### src/rtl/otter_mem_pkg.sv
`default_nettype none
// ============================================================================
// Module      : otter_mem_pkg
// Description : Shared types and default widths for the unified memory-port
//               arbiter. Holds the arbiter state and owner enumerations and
//               the default address/data widths.
// Revision    : 1.0 - initial release
// ============================================================================
package otter_mem_pkg;

  localparam int unsigned C_DEF_AW = 32;
  localparam int unsigned C_DEF_DW = 32;

  // Watchdog counter width; wide enough for the largest allowed TIMEOUT.
  localparam int unsigned C_WD_W = 16;

  typedef enum logic [1:0] {
    IDLE = 2'd0,  // no transaction
    REQ  = 2'd1,  // mem_req high, waiting for mem_gnt
    WAIT = 2'd2,  // granted, waiting for mem_rvalid
    DROP = 2'd3   // cancelled fetch granted, swallowing its response
  } arb_state_t;

  typedef enum logic {
    OWN_I = 1'b0,  // instruction fetch
    OWN_D = 1'b1   // data memory
  } arb_owner_t;

endpackage
`default_nettype wire

### src/rtl/mem_arb_watchdog.sv
`default_nettype none
// ============================================================================
// Module      : mem_arb_watchdog
// Description : Transaction watchdog for the memory-port arbiter. Counts the
//               cycles a transaction stays outstanding and flags expiry in the
//               TIMEOUT-th cycle; the error flag is sticky until reset.
// Ports       : clk     - clock
//               reset   - asynchronous active-low reset
//               clear   - restart the count (transaction starting)
//               run     - a transaction is outstanding this cycle
//               expired - this is the TIMEOUT-th outstanding cycle
//               err     - sticky timeout error
// Revision    : 1.0 - initial release
// ============================================================================
module mem_arb_watchdog
  import otter_mem_pkg::*;
#(
  parameter int unsigned TIMEOUT = 255
) (
  input  logic clk,
  input  logic reset,
  input  logic clear,
  input  logic run,
  output logic expired,
  output logic err
);

  localparam logic [C_WD_W-1:0] C_LAST = C_WD_W'(TIMEOUT - 1);

  logic [C_WD_W-1:0] r_cnt;
  logic              r_err;

  // The count is 0 in the first outstanding cycle, so the TIMEOUT-th cycle
  // sees TIMEOUT-1; the arbiter leaves on that edge.
  assign expired = run & (r_cnt == C_LAST);
  assign err     = r_err;

  always_ff @(posedge clk or negedge reset) begin
    if (!reset) begin
      r_cnt <= '0;
      r_err <= 1'b0;
    end else begin
      if (clear) begin
        r_cnt <= '0;
      end else if (run) begin
        r_cnt <= r_cnt + 1'b1;
      end
      if (expired) begin
        r_err <= 1'b1;
      end
    end
  end

endmodule
`default_nettype wire

### src/rtl/mem_port_arbiter.sv
`default_nettype none
// ============================================================================
// Module      : mem_port_arbiter
// Description : Shares one memory port between instruction fetch (IF) and
//               data memory (MEM). One outstanding transaction at a time,
//               data requests win over fetch, flush cancels fetches and the
//               stale response is swallowed. Includes a sticky watchdog.
// Ports       : clk, reset (async active-low)
//               if_req/if_addr -> if_rdata/if_valid      fetch side
//               dm_req/we/be/addr/wdata -> dm_rdata/dm_valid  data side
//               flush                                    pipeline redirect
//               mem_req/we/be/addr/wdata, mem_gnt,
//               mem_rvalid/mem_rdata                     memory channel
//               stall_if, stall_mem                      per-stage stalls
//               timeout_err                              sticky watchdog error
// Revision    : 1.0 - initial release
// ============================================================================
module mem_port_arbiter
  import otter_mem_pkg::*;
#(
  parameter int unsigned AW      = C_DEF_AW,
  parameter int unsigned DW      = C_DEF_DW,
  parameter int unsigned TIMEOUT = 255
) (
  input  logic            clk,
  input  logic            reset,
  input  logic            if_req,
  input  logic [AW-1:0]   if_addr,
  output logic [DW-1:0]   if_rdata,
  output logic            if_valid,
  input  logic            dm_req,
  input  logic            dm_we,
  input  logic [DW/8-1:0] dm_be,
  input  logic [AW-1:0]   dm_addr,
  input  logic [DW-1:0]   dm_wdata,
  output logic [DW-1:0]   dm_rdata,
  output logic            dm_valid,
  input  logic            flush,
  output logic            mem_req,
  output logic            mem_we,
  output logic [DW/8-1:0] mem_be,
  output logic [AW-1:0]   mem_addr,
  output logic [DW-1:0]   mem_wdata,
  input  logic            mem_gnt,
  input  logic            mem_rvalid,
  input  logic [DW-1:0]   mem_rdata,
  output logic            stall_if,
  output logic            stall_mem,
  output logic            timeout_err
);

  arb_state_t r_state;
  arb_owner_t r_owner;

  logic w_start;
  logic w_owner_i;
  logic w_cancel;
  logic w_expired;
  logic w_wd_clear;
  logic w_wd_run;
  logic w_resp;

  // A fetch is only started when no flush is redirecting it this cycle.
  assign w_start   = dm_req | (if_req & ~flush);
  assign w_owner_i = (r_owner == OWN_I);
  // Flush only affects transactions owned by the fetch side.
  assign w_cancel  = w_owner_i & flush;

  assign w_wd_clear = (r_state == IDLE) & w_start;
  assign w_wd_run   = (r_state != IDLE);

  mem_arb_watchdog #(
    .TIMEOUT (TIMEOUT)
  ) u_watchdog (
    .clk     (clk),
    .reset   (reset),
    .clear   (w_wd_clear),
    .run     (w_wd_run),
    .expired (w_expired),
    .err     (timeout_err)
  );

  // Responses count only in WAIT; a watchdog expiry in the same cycle wins.
  assign w_resp   = (r_state == WAIT) & mem_rvalid & ~w_expired;
  assign if_valid = w_resp & w_owner_i & ~flush;
  assign dm_valid = w_resp & ~w_owner_i;
  assign if_rdata = mem_rdata;
  assign dm_rdata = mem_rdata;

  assign stall_if  = if_req & ~if_valid;
  assign stall_mem = dm_req & ~dm_valid;

  // Request channel follows the latched owner; fetches are full-word reads.
  assign mem_req   = (r_state == REQ);
  assign mem_we    = w_owner_i ? 1'b0              : dm_we;
  assign mem_be    = w_owner_i ? {(DW/8){1'b1}}    : dm_be;
  assign mem_addr  = w_owner_i ? if_addr           : dm_addr;
  assign mem_wdata = w_owner_i ? {DW{1'b0}}        : dm_wdata;

  always_ff @(posedge clk or negedge reset) begin
    if (!reset) begin
      r_state <= IDLE;
      r_owner <= OWN_I;
    end else begin
      case (r_state)
        IDLE: begin
          if (dm_req) begin
            r_owner <= OWN_D;
            r_state <= REQ;
          end else if (if_req & ~flush) begin
            r_owner <= OWN_I;
            r_state <= REQ;
          end
        end
        REQ: begin
          if (w_expired) begin
            r_state <= IDLE;
          end else if (mem_gnt) begin
            // Granted while being flushed: the response must still be eaten.
            r_state <= w_cancel ? DROP : WAIT;
          end else if (w_cancel) begin
            r_state <= IDLE;
          end
        end
        WAIT: begin
          if (w_expired | mem_rvalid) begin
            r_state <= IDLE;
          end else if (w_cancel) begin
            r_state <= DROP;
          end
        end
        DROP: begin
          if (w_expired | mem_rvalid) begin
            r_state <= IDLE;
          end
        end
        default: r_state <= IDLE;
      endcase
    end
  end

endmodule
`default_nettype wire

### config.mk
export PLATFORM = sky130hd
export DESIGN_NAME = mem_port_arbiter
export DESIGN_NICKNAME = d
export VERILOG_FILES = /design/src/rtl/otter_mem_pkg.sv /design/src/rtl/mem_arb_watchdog.sv /design/src/rtl/mem_port_arbiter.sv
export SDC_FILE = /design/constraint.sdc
export NUM_CORES = 1
export LEC_CHECK = 0
export ABC_AREA = 1
export CORE_AREA = 2 2 108 110
export CTS_BUF_LIST = sky130_fd_sc_hd__clkbuf_16
export CTS_CLUSTER_DIAMETER = 40
export DETAILED_ROUTE_END_ITERATION = 8
export DIE_AREA = 0 0 110 112
export PLACE_DENSITY = 0.64
export SLEW_MARGIN = 20
export SYNTH_ARGS = -nofsm -noshare
export SYNTH_HDL_FRONTEND = slang
export SYNTH_HIERARCHICAL = 1
export SYNTH_SLANG_ARGS = --single-unit
export TNS_END_PERCENT = 20
### constraint.sdc
create_clock -name clk -period 2.1 [get_ports clk]
set_input_delay 0.63 -clock clk [delete_from_list [all_inputs] [get_ports clk]]
set_output_delay 0.63 -clock clk [all_outputs]
set_load 0.02 [all_outputs]
==> flow_metrics.env <==
export IMPL_holdPathStages=1
export IMPL_dieArea_um2=12300
export IMPL_rsz0062_at_grt="yes"
export IMPL_irDropWorstVdd_mv=0.420
export IMPL_postCtsHoldBufs=0
export IMPL_pwr_share_comb_pct=77.4
export IMPL_timing_final_ws_setup_ns=-0.185
export IMPL_reg2reg_depth=13
export IMPL_relSlewSlack_pct=81.4
export IMPL_slew_viol_final=0
export IMPL_critPathRequiredTime_ns=1.47
export IMPL_synth_most_common_cell="nand2_1"
export IMPL_root_buffer="clkbuf_16"
export IMPL_drt_initial_drc_count=123
export IMPL_antenna_found_initial=0
export IMPL_swShare_pct=51.7
export IMPL_cts_tree="done"
export IMPL_grt_util_all_layers_pct=15.5
export IMPL_finalCritPeriodShare_pct=109
export IMPL_gp_routability_congestion=0.856
export IMPL_ys_warn_count=6
export IMPL_ys_seq_area_share_pct=20.6
export IMPL_p_sw_uw=2050
export IMPL_numCtsBuffers=3
export IMPL_initial_core_util_pct=21.8
export IMPL_place_ws_ns=-0.719
export IMPL_synth_edf_count=0
export IMPL_violations="negative setup slack"
export IMPL_r2r_slack_ns=0.09
export IMPL_fp_coreArea_um2=11200
export IMPL_ys_ff_latch=20
export IMPL_hold_viol=0
export IMPL_yosys_top_cells_area="nand2_1, buf_4, dfrtp_1, inv_1, nor2_1"
export IMPL_overflow=0
export IMPL_syn_to_final_growth_pct=78.5
export IMPL_hold_slack_ns=0.483
export IMPL_drt_wl_total_um=9960
export IMPL_worstSetupEndpointType="output port"
export IMPL_skew_ns=0.00118
export IMPL_power_internal_uw=1920
export IMPL_fmax_mhz=438
export IMPL_period_needed_ns=2.28
export IMPL_synth_top_area_share_pct=28.1
export IMPL_ant_nets=0
export IMPL_grt_pass1_vias=3138
export IMPL_drc=0
export IMPL_place_port_buffers=182
export IMPL_synth_area_leader_cell="nand2_1"
export IMPL_grt_max_degree=68
export IMPL_viasPerCell=4.15
export IMPL_clock_power_share_pct=10.1
export IMPL_synth_common_cells="nand2_1, buf_4, inv_1"
export IMPL_status="complete, but fails checks"
export IMPL_synthesis_area_um2=2430
export IMPL_synth_fp_nets=569
export IMPL_rows=39
export IMPL_hpwl_um=7710
export IMPL_drive_above_1_share_pct=29.5
export IMPL_path_max_fanout=4
export IMPL_hold_class="register to register"
export IMPL_num_vias=3101
export IMPL_synth_main_ff_cell="dfrtp_1"
export IMPL_synthArstFlopShare_pct=100
export IMPL_crit_path_start_kind="register"
export IMPL_worst_pin_slew_ns=0.279
export IMPL_cp_arrival_ns=1.65
export IMPL_wire_per_inst_um=13.3
export IMPL_cts_sinks=20
export IMPL_setup_viol=5
export IMPL_netlist_instances=427
export IMPL_cap_violations=0
export IMPL_io_pins=279
export IMPL_grt_pass1_wl_um=15200
export IMPL_clk_path_buf_depth=2
export IMPL_p_seq_share_pct=12.5
export IMPL_clkLatencyLatePin_ns=0.25
export IMPL_die_y_um=112
export IMPL_ys_types=24
export IMPL_post_synth_cell_area_avg_um2=5.70
export IMPL_fin_nets=747
export IMPL_cts_clk_slew_worst_paths_ns=0.06
export IMPL_leakage_uw=0.00243
export IMPL_crit_type="register to output port"
export IMPL_drt_pre_antenna_iters=5
export IMPL_cts_htree_levels=1
export IMPL_insertedDiodeCount=0
export IMPL_pwr_density_cell_nw_per_um2=914
export IMPL_die_x_um=110
==> layer usage <==
layer  wire length, µm  global-route usage (%)
met5                 0                       0
met4               127                    3.29
met3              1280                    6.79
met2              4980                    28.5
met1              3570                    15.9
==> state kept, by name, indices dropped and copies added, names as in the netlist <==
register          count
r_owner               1
r_state               2
u_watchdog/err        1
u_watchdog/r_cnt     16
==> final timing paths <==
kind | start | to
max | u_watchdog/r_cnt[5] | stall_if
min | u_watchdog/err | u_watchdog/err
max reg2reg | u_watchdog/r_cnt[3] | u_watchdog/err
min reg2reg | u_watchdog/err | u_watchdog/err
max in group asynchronous | reset | r_owner
min in group asynchronous | reset | u_watchdog/err
==> layout make-up <==
| type | count | area (µm²) |
|---|---|---|
| Clock buffer | 3 | 75.1 |
| Clock inverter | 1 | 3.75 |
| Fill cell | 1224 | 6830 |
| Inverter | 58 | 218 |
| Multi-Input combinational cell | 273 | 1260 |
| Sequential cell | 20 | 502 |
| Tap cell | 143 | 179 |
| Timing Repair Buffer | 249 | 2110 |
==> critical path, stage by stage, from the launching register on <==
cell,delay (ns)
dfrtp_1,0.36
nand2_2,0.09
nor2_4,0.14
nand4_1,0.15
nor2_2,0.16
inv_2,0.05
nand4_1,0.08
buf_6,0.13
o21ai_1,0.06
inv_1,0.07
buf_6,0.12
==> kinds of logic (layout without fill, tap and decap cells) <==
kind of cell / after synthesis / after routing / synth area share [%]
simple gates: 250 / 250 / 42.2
buf+inv: 134 / 311 / 31.6
flops: 20 / 20 / 20.6
compound gates: 21 / 21 / 4.63
fa+ha+maj: 2 / 2 / 1.03
==> power by group through the flow <==
stage	sequential, µW	clock, µW	combinational, µW
6_report	497	400	3070
5_1_grt	505	430	3360
4_1_cts	496	416	3220
3_5_place_dp	492	0	3420
3_3_place_gp	488	0	3380
2_1_floorplan	512	0	1840
==> layout by cell type, fill, tap and decap left out, types with 4 or more instances in the layout <==
master	n
nor2_2	5
o21ai_1	5
clkdlybuf4s50_1	106
nor2_4	7
nand3_1	10
buf_6	10
buf_12	5
buf_4	57
o21ai_0	5
nand2_2	7
nor2_1	32
clkdlybuf4s15_2	6
a21oi_1	7
inv_1	52
or2_1	4
inv_2	6
dfrtp_1	19
nand2_1	174
buf_2	62
==> through the flow <==
| step | setup TNS (ns) | instances | utilization [%] | instance area [µm²] | power, µW |
|---|---|---|---|---|---|
| floorplan | 0 | 427 | - | 2430 | 2350 |
| global placement | -27.41 | 718 | 38.1 | 4260 | 3870 |
| detailed placement | -28.12 | 718 | 38.1 | 4260 | 3910 |
| CTS | -0.927 | 755 | 40.8 | 4560 | 4130 |
| global route | -1.20 | 747 | 38.9 | 4340 | 4300 |
| finish | -0.646 | 747 | 38.9 | 4340 | 3970 |
==> what timing repair did <==
| item | in CTS | in global routing |
|---|---|---|
| pin swaps | 7 | 18 |
| setup buffers | 33 | 5 |
| resized for setup | 268 | 67 |
| setup endpoints to repair | 75 | 60 |
Note: power is estimated with default switching activity, not from simulation.
